$ cat src/rtl/spi_master_if.sv
`default_nettype none
// ============================================================================
// Module   : spi_master_if
// Purpose  : Handshake and serial-bus bundle for spi_master. The master
//            modport is used by the SPI master itself. The slave modport is
//            used by whatever drives the requests and models the far end.
// Revision : 1.0 - initial release
// ============================================================================
interface spi_master_if;
    logic        start_i;
    logic [7:0]  data_tx_i;
    logic [15:0] clk_div_val_i;
    logic        busy_o;
    logic        done_o;
    logic [7:0]  data_rx_o;
    logic        cs_o;
    logic        sclk_o;
    logic        mosi_o;
    logic        miso_i;

    modport master (
        input  start_i, data_tx_i, clk_div_val_i, miso_i,
        output busy_o, done_o, data_rx_o, cs_o, sclk_o, mosi_o
    );

    modport slave (
        output start_i, data_tx_i, clk_div_val_i, miso_i,
        input  busy_o, done_o, data_rx_o, cs_o, sclk_o, mosi_o
    );
endinterface
`default_nettype wire

$ cat src/rtl/spi_master.sv
`default_nettype none
// ============================================================================
// Module   : spi_master
// Purpose  : One 8-bit full-duplex SPI frame per start request. The module
//            drives cs, sclk and mosi, and samples miso. CPOL and CPHA are
//            fixed at elaboration.
//            Each half-period is clk_div_val+1 sys_clk cycles. The frame uses
//            16 sclk edges.
// Revision : 1.0 - initial release
// ============================================================================
module spi_master #(
    parameter logic CPOL = 1'b1,
    parameter logic CPHA = 1'b1
) (
    input  wire logic    sys_clk,
    input  wire logic    sys_rst_n,
    spi_master_if.master bus
);

    typedef enum logic [2:0] {
        ST_IDLE  = 3'd0,
        ST_SETUP = 3'd1,
        ST_SHIFT = 3'd2,
        ST_HOLD  = 3'd3,
        ST_DONE  = 3'd4
    } state_t;

    state_t      state_q;
    logic [15:0] cnt_q;        // half-period counter, 0..div_q
    logic [15:0] div_q;        // latched clk_div_val
    logic [4:0]  edge_q;       // number of the last sclk edge issued (0 = none yet)
    logic [7:0]  tx_q;         // latched transmit byte
    logic [7:0]  rx_shift_q;   // receive shift register, MSB first
    logic [7:0]  data_rx_q;
    logic        busy_q;
    logic        done_q;
    logic        cs_q;
    logic        sclk_q;
    logic        mosi_q;

    logic        wrap_d;       // half-period elapses at this clock edge
    logic [15:0] cnt_d;
    logic [4:0]  edge_d;       // number of the edge issued at the next wrap
    logic [2:0]  bit_idx_d;    // transmit bit launched on edge_d
    logic        launch_d;
    logic        sample_d;

    // Timing and edge-action decode for the next sclk edge.
    always_comb begin
        wrap_d    = (cnt_q == div_q);
        cnt_d     = wrap_d ? 16'd0 : cnt_q + 16'd1;
        edge_d    = edge_q + 5'd1;
        // CPHA=0 launches bit 7-k on edge 2k.
        // CPHA=1 launches bit 7-k on edge 2k+1.
        // In both cases this is 7 - edge_d[3:1].
        bit_idx_d = 3'd7 - edge_d[3:1];
        if (CPHA) begin
            launch_d = edge_d[0];
            sample_d = ~edge_d[0];
        end else begin
            launch_d = ~edge_d[0] && (edge_d != 5'd16);
            sample_d = edge_d[0];
        end
    end

    // Frame sequencer with all bus outputs registered.
    always_ff @(posedge sys_clk or negedge sys_rst_n) begin
        if (!sys_rst_n) begin
            state_q    <= ST_IDLE;
            cnt_q      <= 16'd0;
            div_q      <= 16'd0;
            edge_q     <= 5'd0;
            tx_q       <= 8'h00;
            rx_shift_q <= 8'h00;
            data_rx_q  <= 8'h00;
            busy_q     <= 1'b0;
            done_q     <= 1'b0;
            cs_q       <= 1'b1;
            sclk_q     <= CPOL;
            mosi_q     <= 1'b0;
        end else begin
            done_q <= 1'b0;
            case (state_q)
                ST_IDLE: begin
                    if (bus.start_i) begin
                        state_q    <= ST_SETUP;
                        tx_q       <= bus.data_tx_i;
                        div_q      <= bus.clk_div_val_i;
                        cnt_q      <= 16'd0;
                        edge_q     <= 5'd0;
                        rx_shift_q <= 8'h00;
                        busy_q     <= 1'b1;
                        cs_q       <= 1'b0;
                        mosi_q     <= bus.data_tx_i[7];
                    end
                end

                // SETUP ends with edge 1, registered on its wrap.
                // SHIFT then issues edges 2..16.
                ST_SETUP, ST_SHIFT: begin
                    cnt_q <= cnt_d;
                    if (wrap_d) begin
                        edge_q <= edge_d;
                        sclk_q <= ~sclk_q;
                        if (launch_d) begin
                            mosi_q <= tx_q[bit_idx_d];
                        end
                        if (sample_d) begin
                            rx_shift_q <= {rx_shift_q[6:0], bus.miso_i};
                        end
                        state_q <= (edge_d == 5'd16) ? ST_HOLD : ST_SHIFT;
                    end
                end

                ST_HOLD: begin
                    cnt_q  <= cnt_d;
                    sclk_q <= CPOL;
                    if (wrap_d) begin
                        state_q   <= ST_DONE;
                        cs_q      <= 1'b1;
                        mosi_q    <= 1'b0;
                        done_q    <= 1'b1;
                        data_rx_q <= rx_shift_q;
                    end
                end

                ST_DONE: begin
                    state_q <= ST_IDLE;
                    busy_q  <= 1'b0;
                end

                default: begin
                    state_q <= ST_IDLE;
                    busy_q  <= 1'b0;
                    cs_q    <= 1'b1;
                    sclk_q  <= CPOL;
                    mosi_q  <= 1'b0;
                end
            endcase
        end
    end

    assign bus.busy_o    = busy_q;
    assign bus.done_o    = done_q;
    assign bus.data_rx_o = data_rx_q;
    assign bus.cs_o      = cs_q;
    assign bus.sclk_o    = sclk_q;
    assign bus.mosi_o    = mosi_q;

endmodule
`default_nettype wire

$ cat src/flat_wrapper.sv
// flat-port wrapper written by rule: the top's interface ports become plain ports
module spi_master_flat 
#(
    parameter logic CPOL = 1'b1,
    parameter logic CPHA = 1'b1
)
  (sys_clk, sys_rst_n, bus_start_i, bus_data_tx_i, bus_clk_div_val_i, bus_miso_i, bus_busy_o, bus_done_o, bus_data_rx_o, bus_cs_o, bus_sclk_o, bus_mosi_o);
  spi_master_if bus_i ();
  input  wire logic sys_clk;
  input  wire logic sys_rst_n;
  input wire logic [$bits(bus_i.start_i)-1:0] bus_start_i;
  input wire logic [$bits(bus_i.data_tx_i)-1:0] bus_data_tx_i;
  input wire logic [$bits(bus_i.clk_div_val_i)-1:0] bus_clk_div_val_i;
  input wire logic [$bits(bus_i.miso_i)-1:0] bus_miso_i;
  output wire logic [$bits(bus_i.busy_o)-1:0] bus_busy_o;
  output wire logic [$bits(bus_i.done_o)-1:0] bus_done_o;
  output wire logic [$bits(bus_i.data_rx_o)-1:0] bus_data_rx_o;
  output wire logic [$bits(bus_i.cs_o)-1:0] bus_cs_o;
  output wire logic [$bits(bus_i.sclk_o)-1:0] bus_sclk_o;
  output wire logic [$bits(bus_i.mosi_o)-1:0] bus_mosi_o;
  assign bus_i.start_i = bus_start_i;
  assign bus_i.data_tx_i = bus_data_tx_i;
  assign bus_i.clk_div_val_i = bus_clk_div_val_i;
  assign bus_i.miso_i = bus_miso_i;
  assign bus_busy_o = bus_i.busy_o;
  assign bus_done_o = bus_i.done_o;
  assign bus_data_rx_o = bus_i.data_rx_o;
  assign bus_cs_o = bus_i.cs_o;
  assign bus_sclk_o = bus_i.sclk_o;
  assign bus_mosi_o = bus_i.mosi_o;
  spi_master #(.CPOL(CPOL), .CPHA(CPHA)) u_core (.sys_clk(sys_clk), .sys_rst_n(sys_rst_n), .bus(bus_i));
endmodule
$ cat config.mk
export PLATFORM = sky130hd
export DESIGN_NAME = spi_master_flat
export DESIGN_NICKNAME = d
export VERILOG_FILES = /design/src/rtl/spi_master_if.sv /design/src/rtl/spi_master.sv /design/src/flat_wrapper.sv
export SDC_FILE = /design/constraint.sdc
export NUM_CORES = 1
export LEC_CHECK = 0
export ABC_AREA = 1
export CORE_UTILIZATION = 45
export CTS_CLUSTER_SIZE = 20
export DETAILED_ROUTE_END_ITERATION = 10
export GPL_ROUTABILITY_DRIVEN = 0
export GPL_TIMING_DRIVEN = 0
export PLACE_DENSITY = 0.68
export SETUP_SLACK_MARGIN = 0.5
export SYNTH_ARGS = -nofsm -noshare
export SYNTH_HDL_FRONTEND = slang
export SYNTH_SLANG_ARGS = --single-unit
$ cat constraint.sdc
create_clock -name sys_clk -period 2.75 [get_ports sys_clk]
set_clock_uncertainty 0.2 [all_clocks]
set_input_delay 0.4125 -clock sys_clk [delete_from_list [all_inputs] [get_ports sys_clk]]
set_output_delay 0.4125 -clock sys_clk [all_outputs]
set_load 0.01 [all_outputs]
Word level (Yosys, flattened, before mapping)
Index checks and enable logic that the tools add are counted.
{"block": "word_totals", "out_inout_bits": 13, "reg_bits": 69}
{"block": "op_classes", "n_eq_ne": 11, "n_addsub": 3, "bitwise_logic": 5, "order_cmp": 1, "muxes": 31, "n_reduce_logical": 17}
{"cell": "$mux W16", "n": 2}
{"cell": "$pmux W16 S2", "n": 1}
{"cell": "$mux W8", "n": 3}
{"cell": "$add A16 B1 Y16 const B", "n": 1}
{"cell": "$eq A16 B16 Y1", "n": 1}
{"cell": "$pmux W8 S2", "n": 1}
{"cell": "$mux W1", "n": 12}
{"cell": "$mux W5", "n": 2}
{"cell": "$pmux W5 S2", "n": 1}
{"cell": "$reduce_and A2 Y1", "n": 5}
{"cell": "$mux W3", "n": 3}
{"cell": "$pmux W3 S3", "n": 1}
{"cell": "$reduce_and A3 Y1", "n": 3}
{"cell": "$eq A3 B2 Y1 const B", "n": 2}
{"cell": "$ne A2 B1 Y1 const B", "n": 3}
{"cell": "$reduce_or A3 Y1", "n": 2}
{"cell": "$add A5 B1 Y5 const B", "n": 1}
{"cell": "$eq A5 B5 Y1 const B", "n": 1}
{"cell": "$not A1 Y1", "n": 5}
{"cell": "$reduce_and A5 Y1", "n": 1}
{"cell": "$lt A3 B4 Y1 const B", "n": 1}
{"cell": "$ne A2 B2 Y1 const B", "n": 2}
{"cell": "$pmux W1 S2", "n": 2}
{"cell": "$pmux W1 S4", "n": 1}
{"cell": "other kinds (9)", "n": 11}

Depth between registers and ports, before layout
Gate-level depths: netlist of run 1.
{"block": "logic_depth", "ltp_word": 7, "ltp_mapped": 13, "depth_no_buf": 12}

Worst setup path after synthesis of run 1
No wires, ideal clock.
{"block": "synth_path", "kind": "register to register", "from": "register u_core.edge_q[0]", "to": "register u_core.mosi_q (netlist: u_core.bus.mosi_o)", "stages_incl_launch_ff": 12, "path_buffers": 1, "setup_time_ns": 0.118, "synth_period_minus_slack_ns": 1.729, "arrival_ns": 1.411, "path_slack_ns": 1.021, "required_ns": 2.432, "path_cell_list": "dfrtp_1 > ha_1 > clkbuf_1 > nand2_1 > o21ai_0 > nand2_1 > nand2_1 > nand2_1 > nand3_1 > nand2_1 > nand4_1 > nand2_1"}
{"block": "synth_via", "elab_chain_cells": 7, "word_cells_on_any_way": 9, "classes_between": "2 x add/sub; 1 x eq/ne; 5 x mux; 1 x reduce/logical"}
{"element": "from (decl)", "line": "spi_master.sv:31", "rtl": "logic [4:0] edge_q;"}
{"element": "from (signal assigned)", "line": "spi_master.sv:103", "rtl": "edge_q <= edge_d;"}
{"element": "$add A5 B1 Y5 *", "line": "spi_master.sv:52", "rtl": "edge_d = edge_q + 5'd1;"}
{"element": "$sub A3 B3 Y3", "line": "spi_master.sv:56", "rtl": "bit_idx_d = 3'd7 - edge_d[3:1];"}
{"element": "$bmux W1 S3", "line": "spi_master.sv:106", "rtl": "mosi_q <= tx_q[bit_idx_d];"}
{"element": "$mux W1 (not written as such)", "line": "spi_master.sv:106"}
{"element": "$mux W1", "line": "spi_master.sv:105", "rtl": "if (launch_d) begin"}
{"element": "$mux W1", "line": "spi_master.sv:102", "rtl": "if (wrap_d) begin"}
{"element": "$pmux W1 S4", "line": "spi_master.sv:83", "rtl": "case (state_q)"}
{"element": "to (signal assigned)", "line": "spi_master.sv:94", "rtl": "mosi_q <= bus.data_tx_i[7];"}
{"element": "to (signal assigned)", "line": "spi_master.sv:106"}
{"element": "to (decl)", "line": "spi_master.sv:39", "rtl": "logic mosi_q;"}
Mark *: on every way between the ends. The rest lies on a longest branch, timed or not. The select of a mux whose other input is x is not followed.
A chain may end at the register's enable or synchronous reset.

Worst setup path in the final report of run 1
{"block": "layout_path", "from": "register u_core.sclk_q (netlist: u_core.bus.sclk_o)", "to": "output port bus_sclk_o"}
{"element": "from (decl)", "line": "spi_master.sv:38", "rtl": "logic sclk_q;"}
{"element": "from (signal assigned)", "line": "spi_master.sv:104", "rtl": "sclk_q <= ~sclk_q;"}
{"element": "to (decl)", "line": "flat_wrapper.sv:19", "rtl": "output wire logic [$bits(bus_i.sclk_o)-1:0] bus_sclk_o;"}
No word-level cell between the ends.

==> flow_metrics.env, run 1 <==
export IMPL_report_final_slew_viol_count=0
export IMPL_r2r_end="u_core.cnt_q[2]"
export IMPL_pwr_share_comb=0.358
export IMPL_p_sw_frac=0.3938
export IMPL_drt_initial_drc_count=183
export IMPL_synth_seq_cells=69
export IMPL_hp_class="in -> async"
export IMPL_vdd_drop_max_mv=0.4020
export IMPL_post_cts_buffers=0
export IMPL_worstPathArrival_ns=1.43
export IMPL_synth_most_common_cell="nand2_1"
export IMPL_seq_power_share=0.405
export IMPL_finalHoldViolations=27
export IMPL_layout_setup_ws_ns=0.7053
export IMPL_coreArea_mm2=0.007408
export IMPL_antenna_found_initial=0
export IMPL_port_buffers=40
export IMPL_gr_total_overflow=0
export IMPL_netlist_top_cells_count="nand2_1 (183), dfrtp_1 (67), inv_1 (34), nor2_1 (34), nand3_1 (29)"
export IMPL_critPathLaunchType="flop"
export IMPL_numPlacedInstances=599
export IMPL_use_met1=0.2724
export IMPL_finalNonFillerCells=615
export IMPL_dieWidth_um=90.47
export IMPL_start_util=0.4754
export IMPL_grt_first_pass_wirelength_um=13140
export IMPL_clkPwrFrac=0.237
export IMPL_cts_buffers=9
export IMPL_synth_area_leaders="dfrtp_1 (48%), nand2_1 (20%), nand3_1 (4.1%)"
export IMPL_final_antenna_net_count=0
export IMPL_leakage_uw=0.002131
export IMPL_synthFlopType="dfrtp_1"
export IMPL_cp_required_ns=2.14
export IMPL_crit_buf_inv=1
export IMPL_cp_max_fo=3
export IMPL_synth_top_area_frac=0.4760
export IMPL_status="complete, but fails checks"
export IMPL_synth_async_reset_ratio=1.000
export IMPL_violations="hold timing"
export IMPL_pin_count=41
export IMPL_holdWs_ns=-0.04692
export IMPL_clkSinkCount=69
export IMPL_powerDensity_mw_per_mm2=833.4
export IMPL_n_antenna_cell=0
export IMPL_drive_gt1_frac=0.1105
export IMPL_r2r_start="u_core.cnt_q[10]"
export IMPL_crit_family="flip-flops"
export IMPL_placementRows=31
export IMPL_cts_resized=0
export IMPL_die_h_um=90.47
export IMPL_synth_edf_count=0
export IMPL_slew_headroom=0.4072
export IMPL_drt_total_wl_um=7295
export IMPL_grt_busiest_layer="met2"
export IMPL_grt_total_usage=0.2013
export IMPL_clockBufferDepth=2
export IMPL_synth_nets=491
export IMPL_synth_area_mm2=0.003522
export IMPL_cts_tree="yes"
export IMPL_crit_path_top_delay_cell="dfstp_2"
export IMPL_tightestPinTransition_ns=0.8891
export IMPL_die_area_mm2=0.008185
export IMPL_maxClockFrequency_mhz=489.1
export IMPL_layout_min_cycle_time_ns=2.045
export IMPL_cap_violations=0
export IMPL_synth_cells=460
export IMPL_grt_pass1_vias=2924
export IMPL_p_sw_uw=1391
export IMPL_clkLatencyLatePin_ns=0.35
export IMPL_path_cells="clkdlybuf4s50_1"
export IMPL_root_buffer="clkbuf_8"
export IMPL_synth_seq_area_share=0.4909
export IMPL_yosysTopAreaCell="dfrtp_1"
export IMPL_hpwl_um=5218
export IMPL_timing_reg2reg_setup_slack_ns=0.80
export IMPL_via_per_inst=4.865
export IMPL_rsz0062_at_grt="no"
export IMPL_grt_max_degree=70
export IMPL_synth_warnings=0
export IMPL_reg2reg_depth=9
export IMPL_use_met3=0.04630
export IMPL_met2_usage=0.3176
export IMPL_pre_cts_slack_ns=0.5052
export IMPL_yosysUniqueCellTypes=30
export IMPL_cts_clk_slew_worst_paths_ns=0.08
export IMPL_internal_power_uw=2142
export IMPL_wl_per_cell_um=11.86
export IMPL_first_pass_iters=4
export IMPL_area_growth_pct=20.36
export IMPL_hold_buffers=0
export IMPL_synth_avg_cell_area_um2=7.657
export IMPL_report_final_setup_viol=0
export IMPL_crit_type="reg -> out"
export IMPL_cpPeakStageDelay_ns=0.55
export IMPL_post_route_period_util=0.7435
export IMPL_htree_levels=3
export IMPL_crit_path_end_kind="output pin"
export IMPL_num_vias=2992
export IMPL_drc=0
export IMPL_nets=542
stage by stage:
stage	power, uW	instance area, um2	utilization	TNS, ns	hold WS, ns
3_3_place_gp	2693	4046	0.5462	-90.31	0.2489
5_1_grt	3840	4239	0.5722	0	0.04437
2_1_floorplan	2335	3522	-	0	-0.08309
3_5_place_dp	2728	4044	0.5459	0	0.2534
6_report	3533	4239	0.5722	0	-0.04692
4_1_cts	3574	4239	0.5722	0	0.01003
area by class of cell:
cell class / count / area, um2
Buffer: 10 / 56.30
Clock buffer: 9 / 123.9
Clock inverter: 7 / 71.32
Fill cell: 723 / 3169
Inverter: 49 / 185.2
Multi-Input combinational cell: 332 / 1551
Sequential cell: 69 / 1729
Tap cell: 99 / 123.9
Timing Repair Buffer: 40 / 397.9
state kept, by name, summed over array words and instances, names as in the netlist:
register              cells
u_core.tx_q               8
u_core.rx_shift_q         8
u_core.edge_q             5
u_core.bus.sclk_o         1
u_core.bus.done_o         1
u_core.bus.data_rx_o      8
u_core.state_q            3
u_core.cnt_q             16
u_core.bus.cs_o           1
u_core.bus.busy_o         1
u_core.div_q             16
u_core.bus.mosi_o         1
routing by layer:
metal / vias to the layer above / wire, um / share of wire
met5: - / 0 / 0
met4: 0 / 93 / 0.013
met3: 10 / 367 / 0.050
met2: 68 / 3313 / 0.45
met1: 1368 / 3520 / 0.48
li1: 1546 / - / -
power by group through the flow:
stage                     Clock [uW]  Combinational, uW  Sequential (uW)
after floorplan                    0                913             1420
after global placement             0               1250             1440
after detailed placement           0               1280             1450
after CTS                        857               1290             1430
after global routing             897               1480             1470
final                            836               1270             1430
cells in the final DEF (no fill, tap or decap), types with 2 or more instances in the layout:
cell / instances
nand3_1: 29
o21ai_1: 3
nor2_2: 2
nand2_1: 183
nand4_1: 6
nor2_4: 3
inv_6: 2
nor3_1: 8
nor2_1: 34
o22ai_1: 2
ha_1: 3
nand2_2: 2
nand2_4: 5
dfstp_2: 2
clkdlybuf4s50_1: 39
xnor2_1: 3
buf_4: 2
buf_2: 6
inv_2: 13
dfrtp_1: 67
o21ai_0: 28
clkinv_2: 4
a21oi_1: 7
a21oi_2: 2
clkbuf_8: 9
inv_1: 34
clkbuf_1: 2
xor2_1: 9
worst max-delay path by stage:
stage                            from           endpoint  slack, ns  cells past startpoint
floorplan            u_core.edge_q[0]  u_core.bus.mosi_o       1.02                     11
global placement            sys_rst_n   u_core.edge_q[0]      -1.34                      1
detailed placement        bus_start_i    u_core.cnt_q[8]       0.51                      8
CTS                 u_core.bus.sclk_o         bus_sclk_o       0.68                      1
global route         u_core.edge_q[0]  u_core.bus.mosi_o       0.55                     11
finish              u_core.bus.sclk_o         bus_sclk_o       0.71                      1
cells by family after synthesis:
logic type / after synthesis / synth area share
AOI/OAI and AO/OA: 43 / 0.06430
xor gates and xnor gates: 12 / 0.02984
adders and majority gates: 3 / 0.01066
buffers and inverters: 59 / 0.06856
DFF: 69 / 0.4909
and+or+nand+nor: 274 / 0.3357
(Power assumes the default switching activity.)
==> inputs of run 2 (changes only) <==
--- a/config.mk
+++ b/config.mk
@@ -11,7 +11,7 @@
 export DETAILED_ROUTE_END_ITERATION = 10
 export GPL_ROUTABILITY_DRIVEN = 0
 export GPL_TIMING_DRIVEN = 0
-export PLACE_DENSITY = 0.68
+export PLACE_DENSITY = 0.71
 export SETUP_SLACK_MARGIN = 0.5
 export SYNTH_ARGS = -nofsm -noshare
 export SYNTH_HDL_FRONTEND = slang
==> constraint.sdc (replaced) <==
create_clock -name sys_clk -period 1.7 [get_ports sys_clk]
set_clock_uncertainty 0.2 [all_clocks]
set_input_delay 0.255 -clock sys_clk [delete_from_list [all_inputs] [get_ports sys_clk]]
set_output_delay 0.255 -clock sys_clk [all_outputs]
set_load 0.01 [all_outputs]
==> run 2 against run 1 <==
The flow finishes with violations (hold timing, setup timing). Die area stayed put. Critical path depth is 10 higher. Non-clock buffer count is 37 higher. Sequential share of layout area is 5.7 points lower. Core utilization is 9.5 points higher. Clock power is 56% higher. Via count is 9.5% higher. Cell count is 6.2% higher. Critical path type is now reg -> reg.
==> flow_metrics.env, run 2 (same netlist as run 1, synthesis figures left out) <==
export IMPL_crit_path_end_kind="flop"
export IMPL_report_final_setup_viol=56
export IMPL_first_pass_iters=5
export IMPL_drive_gt1_frac=0.3249
export IMPL_num_vias=3275
export IMPL_hp_class="in -> async"
export IMPL_violations="hold timing, setup timing"
export IMPL_rsz0062_at_grt="yes"
export IMPL_dieWidth_um=90.47
export IMPL_cts_clk_slew_worst_paths_ns=0.07
export IMPL_grt_pass1_vias=3089
export IMPL_n_antenna_cell=0
export IMPL_final_common_cell="nand2_1"
export IMPL_placementRows=31
export IMPL_area_growth_pct=40.43
export IMPL_final_antenna_net_count=0
export IMPL_clockBufferDepth=2
export IMPL_coreArea_mm2=0.007408
export IMPL_via_per_inst=5.015
export IMPL_layout_setup_ws_ns=-0.1003
export IMPL_timing_reg2reg_setup_slack_ns=-0.10
export IMPL_crit_buf_inv=2
export IMPL_die_h_um=90.47
export IMPL_cp_required_ns=1.79
export IMPL_crit_family="simple AND/OR/NAND/NOR gates"
export IMPL_clkLatencyLatePin_ns=0.35
export IMPL_report_final_slew_viol_count=0
export IMPL_grt_total_usage=0.2225
export IMPL_powerDensity_mw_per_mm2=1371
export IMPL_status="complete, but fails checks"
export IMPL_die_area_mm2=0.008185
export IMPL_hpwl_um=5385
export IMPL_cp_max_fo=8
export IMPL_antenna_found_initial=0
export IMPL_path_cells="inv_2, nand2_1, nand2_1, nor2_1, nand2_1, nor2_2, nand2_4, nor2_4, buf_6, nand3_2, nand2_2"
export IMPL_final_util=0.6676
export IMPL_crit_type="reg -> reg"
export IMPL_maxClockFrequency_mhz=555.5
export IMPL_cap_violations=0
export IMPL_pin_count=41
export IMPL_post_route_period_util=1.059
export IMPL_cts_buffers=9
export IMPL_final_cell_mix="nand2_1 (157), dfrtp_1 (63), inv_1 (32), nor2_1 (31)"
export IMPL_drt_initial_drc_count=171
export IMPL_grt_max_degree=70
export IMPL_wl_per_cell_um=13.49
export IMPL_slew_headroom=0.3985
export IMPL_grt_first_pass_wirelength_um=14390
export IMPL_cts_tree="yes"
export IMPL_worstPathArrival_ns=1.89
export IMPL_gr_total_overflow=0
export IMPL_drt_total_wl_um=8812
export IMPL_reg_largest_list="u_core.cnt_q (16), u_core.div_q (16)"
export IMPL_drc=0
export IMPL_vdd_drop_max_mv=0.9673
export IMPL_critPathLaunchType="flop"
export IMPL_cpPeakStageDelay_ns=0.43
export IMPL_cp_common_cell="nand2_1"
export IMPL_crit_path_top_delay_cell="dfrtp_1"
export IMPL_nets=580
export IMPL_layout_min_cycle_time_ns=1.800
export IMPL_start_util=0.4754
export IMPL_clkSinkCount=69
export IMPL_finalHoldViolations=67
export IMPL_root_buffer="clkbuf_8"
export IMPL_port_buffers=40
export IMPL_holdWs_ns=-0.1990
export IMPL_leakage_uw=0.002432
export IMPL_pre_cts_slack_ns=-0.4450
export IMPL_htree_levels=3
export IMPL_tightestPinTransition_ns=0.9023
-- run 2: cell count changes in the layout (fill, tap and decap cells not counted), moves of 5 or more --
cell / previous run / this run
o21ai_2: 0 / 14
o21ai_0: 28 / 3
clkdlybuf4s50_1: 39 / 26
buf_4: 2 / 26
clkbuf_8: 9 / 14
buf_2: 6 / 12
o21ai_1: 3 / 14
nand2_2: 2 / 26
nand3_2: 0 / 13
buf_6: 1 / 12
nand3_1: 29 / 16
nand2_1: 183 / 157
-- run 2: worst paths after layout --
check / startpoint / endpoint / cells after the start
min in group sys_clk: bus_clk_div_val_i[2] / u_core.div_q[2] / 3
min: sys_rst_n / u_core.div_q[10] / 1
max in group asynchronous: sys_rst_n / u_core.state_q[2] / 1
max reg2reg: u_core.cnt_q[5] / u_core.rx_shift_q[3] / 11
min reg2reg: u_core.bus.data_rx_o[1] / u_core.bus.data_rx_o[1] / 2
max: u_core.cnt_q[5] / u_core.rx_shift_q[3] / 11
-- run 2: layer usage --
metal | vias up | global-route usage | share of wire
met5 | - | 0 | 0
li1 | 1628 | - | -
met2 | 79 | 0.3737 | 0.50
met4 | 0 | 0.06183 | 0.016
met1 | 1552 | 0.2837 | 0.45
met3 | 16 | 0.05640 | 0.040
-- run 2: worst reg2reg max path, stage by stage (launching register included) --
cell	delay [ns]
dfrtp_1	0.43
inv_2	0.06
nand2_1	0.05
nand2_1	0.06
nor2_1	0.11
nand2_1	0.08
nor2_2	0.16
nand2_4	0.13
nor2_4	0.16
buf_6	0.15
nand3_2	0.07
nand2_2	0.07
-- run 2: timing repair --
action                                 in CTS  in global routing
pin swaps                                  28                  8
gates cloned                                4                  4
setup buffers                              25                  5
gates resized for setup                   127                 22
endpoints found under the hold margin      67                 67
setup endpoints to repair                  82                 82
-- run 2: per-stage QoR --
step | cell area [um2] | cells | total power (uW) | setup TNS, ns
2_1_floorplan | 3607 | 460 | 3933 | 0
3_3_place_gp | 4131 | 599 | 4508 | -155.26
3_5_place_dp | 4129 | 599 | 4562 | -7.757
4_1_cts | 4742 | 644 | 6468 | -1.084
5_1_grt | 4946 | 653 | 7221 | -9.843
6_report | 4946 | 653 | 6782 | -2.608
-- run 2: power breakdown --
| part | switching, uW | internal [uW] |
|---|---|---|
| logic | 1750 | 1400 |
| registers | 272 | 2060 |
| clock network | 618 | 684 |
| total | 2640 | 4140 |
-- run 2: layout make-up --
type	count	area (um2)
buffer	10	138.9
fill	603	2462
timing repair buffer	77	718.2
inverter	49	191.4
clock inverter	3	17.52
tap	99	123.9
sequential	69	1734
multi-input combinational	332	1834
timing repair inverter	1	8.758
clock buffer	13	178.9
==> inputs of run 3 (changes only) <==
--- a/config.mk
+++ b/config.mk
@@ -10,7 +10,6 @@
 export CTS_CLUSTER_SIZE = 20
 export DETAILED_ROUTE_END_ITERATION = 10
 export GPL_ROUTABILITY_DRIVEN = 0
-export GPL_TIMING_DRIVEN = 0
 export PLACE_DENSITY = 0.71
 export SETUP_SLACK_MARGIN = 0.5
 export SYNTH_ARGS = -nofsm -noshare
==> run 3 against run 2 <==
The flow finishes with violations (setup timing). Sequential power rose by 2%. Critical endpoint is now u_core.rx_shift_q[0]. Clock-buffer cell count is 4 lower. Core utilization is 12 points higher. Routed wire length is 45% higher. Critical path depth down 1.
==> flow_metrics.env, run 3 (same netlist as run 1, synthesis figures left out) <==
export IMPL_crit_path_top_delay_cell="dfrtp_1"
export IMPL_nets=636
export IMPL_fin_area_mm2=0.005823
export IMPL_start_util=0.4754
export IMPL_pin_count=41
export IMPL_drive_gt1_frac=0.4410
export IMPL_final_antenna_net_count=0
export IMPL_gr_total_overflow=0
export IMPL_layout_setup_ws_ns=-0.2389
export IMPL_post_route_period_util=1.141
export IMPL_slew_headroom=0.7199
export IMPL_hp_class="in -> async"
export IMPL_cap_violations=0
export IMPL_n_antenna_cell=0
export IMPL_htree_levels=3
export IMPL_powerDensity_mw_per_mm2=1502
export IMPL_r2r_start="u_core.cnt_q[14]"
export IMPL_crit_cells=10
export IMPL_finalHoldViolations=0
export IMPL_area_growth_pct=65.33
export IMPL_cts_clk_slew_worst_paths_ns=0.08
export IMPL_clkPwrFrac=0.204
export IMPL_status="complete, but fails checks"
export IMPL_final_common_cell="nand2_1"
export IMPL_internal_power_uw=5308
export IMPL_cts_buffers=9
export IMPL_root_buffer="clkbuf_8"
export IMPL_r2r_end="u_core.rx_shift_q[0]"
export IMPL_crit_family="simple AND/OR/NAND/NOR gates"
export IMPL_cpPeakStageDelay_ns=0.44
export IMPL_grt_pass1_vias=3806
export IMPL_grt_first_pass_wirelength_um=18320
export IMPL_clkSinkCount=69
export IMPL_clkLatencyLatePin_ns=0.36
export IMPL_cp_required_ns=1.80
export IMPL_die_h_um=90.47
export IMPL_crit_start="u_core.cnt_q[14]"
export IMPL_cts_tree="yes"
export IMPL_report_final_slew_viol_count=0
export IMPL_drt_initial_drc_count=371
export IMPL_port_buffers=40
export IMPL_crit_type="reg -> reg"
export IMPL_clockBufferDepth=2
export IMPL_placementRows=31
export IMPL_crit_end="u_core.rx_shift_q[0]"
export IMPL_seq_power_share=0.271
export IMPL_violations="setup timing"
export IMPL_power_total_uw=8748
export IMPL_p_sw_uw=3440
export IMPL_timing_reg2reg_setup_slack_ns=-0.24
export IMPL_p_sw_frac=0.3932
export IMPL_crit_buf_inv=1
export IMPL_report_final_setup_viol=53
export IMPL_final_cell_mix="nand2_1 (143), buf_4 (71), dfrtp_1 (61), inv_1 (32), nand2_2 (30)"
export IMPL_hpwl_um=5803
export IMPL_grt_total_usage=0.2846
export IMPL_grt_max_degree=33
export IMPL_maxClockFrequency_mhz=515.8
export IMPL_path_cells="nor2_2, nor2_4, nor2_4, nand2_2, nor2_4, nand2_4, nor2_4, buf_6, nand3_2, nand2_1"
export IMPL_antenna_found_initial=0
export IMPL_first_pass_iters=5
export IMPL_pwr_share_comb=0.525
export IMPL_crit_path_end_kind="flop"
export IMPL_placed_cell_area_mm2=0.004442
export IMPL_drt_total_wl_um=12810
export IMPL_num_vias=3917
export IMPL_cp_common_cell="nor2_4"
export IMPL_rsz0062_at_grt="yes"
export IMPL_leakage_uw=0.002885
export IMPL_drc=0
export IMPL_wl_per_cell_um=18.07
export IMPL_die_area_mm2=0.008185
export IMPL_num_fill_cells=411
export IMPL_worstPathArrival_ns=2.04
export IMPL_reg2reg_depth=10
export IMPL_reg_largest_list="u_core.cnt_q (16), u_core.div_q (16)"
export IMPL_coreArea_mm2=0.007408
export IMPL_via_per_inst=5.525
export IMPL_cp_max_fo=8
export IMPL_critPathLaunchType="flop"
export IMPL_vdd_drop_max_mv=1.033
export IMPL_layout_min_cycle_time_ns=1.939
export IMPL_dieWidth_um=90.47
export IMPL_tightestPinTransition_ns=0.4186
[run 3: cell types whose count changed in the layout (fill, tap and decap cells not counted), sizes merged]
cell,before,now
inv,47,48
clkinv,5,4
nand2,190,191
dlygate4sd3,0,1
bufinv,0,4
buf,55,115
clkbuf,19,9
[run 3: what timing repair did]
action,4_1_cts,5_1_grt
endpoints found under the setup margin,82,82
setup buffers,23,20
pin swaps,15,28
gates cloned,8,0
hold buffers,1,0
gates resized for setup,142,78
hold endpoints to repair,67,0
[run 3: cell type report]
| class | instances | area, um2 | area share |
|---|---|---|---|
| clock buffers | 9 | 123.9 | 0.02127 |
| clock inverters | 7 | 137.6 | 0.02364 |
| inverters | 49 | 196.4 | 0.03373 |
| multi-input cells | 333 | 2087 | 0.3584 |
| flip-flops and latches | 69 | 1737 | 0.2982 |
| well taps | 99 | 123.9 | 0.02127 |
| repair buffers | 142 | 1409 | 0.2419 |
| repair inverters | 1 | 8.758 | 0.001504 |
[run 3: power groups by stage]
stage	logic, uW	registers [uW]	clock network (uW)
after floorplan	1630	2300	0
after global placement	2410	2320	0
after detailed placement	2460	2330	0
after CTS	3730	2300	1790
after global routing	4870	2390	1870
final	4590	2370	1780
[run 3: how the worst min path moves through the flow]
stage	end	from	depth (start not counted)	slack (ns)
after global placement	u_core.div_q[6]	sys_rst_n	1	-0.04
after CTS	u_core.div_q[6]	sys_rst_n	2	0.12
final	u_core.div_q[2]	sys_rst_n	2	0.11
after detailed placement	u_core.div_q[6]	sys_rst_n	1	-0.04
after floorplan	u_core.bus.busy_o	sys_rst_n	0	-0.24
after global routing	u_core.div_q[2]	sys_rst_n	2	0.13
[run 3: metal layers]
metal	part of all wire	track usage	up-vias
met5	0	0	-
met1	0.38	0.3426	1905
li1	-	-	1739
met3	0.065	0.07155	73
met4	0.051	0.1344	0
met2	0.50	0.4760	200
[run 3: stage by stage]
step | cells | hold slack (ns) | setup slack, ns | utilization | setup TNS [ns]
floorplan | 460 | -0.2406 | 0.06494 | - | 0
global placement | 641 | -0.04004 | -0.1540 | 0.5996 | -3.008
detailed placement | 641 | -0.03744 | -0.2241 | 0.5996 | -5.175
CTS | 689 | 0.1150 | -0.1285 | 0.7267 | -3.141
global route | 709 | 0.1279 | -0.3380 | 0.7860 | -11.80
finish | 709 | 0.1088 | -0.2389 | 0.7860 | -7.534
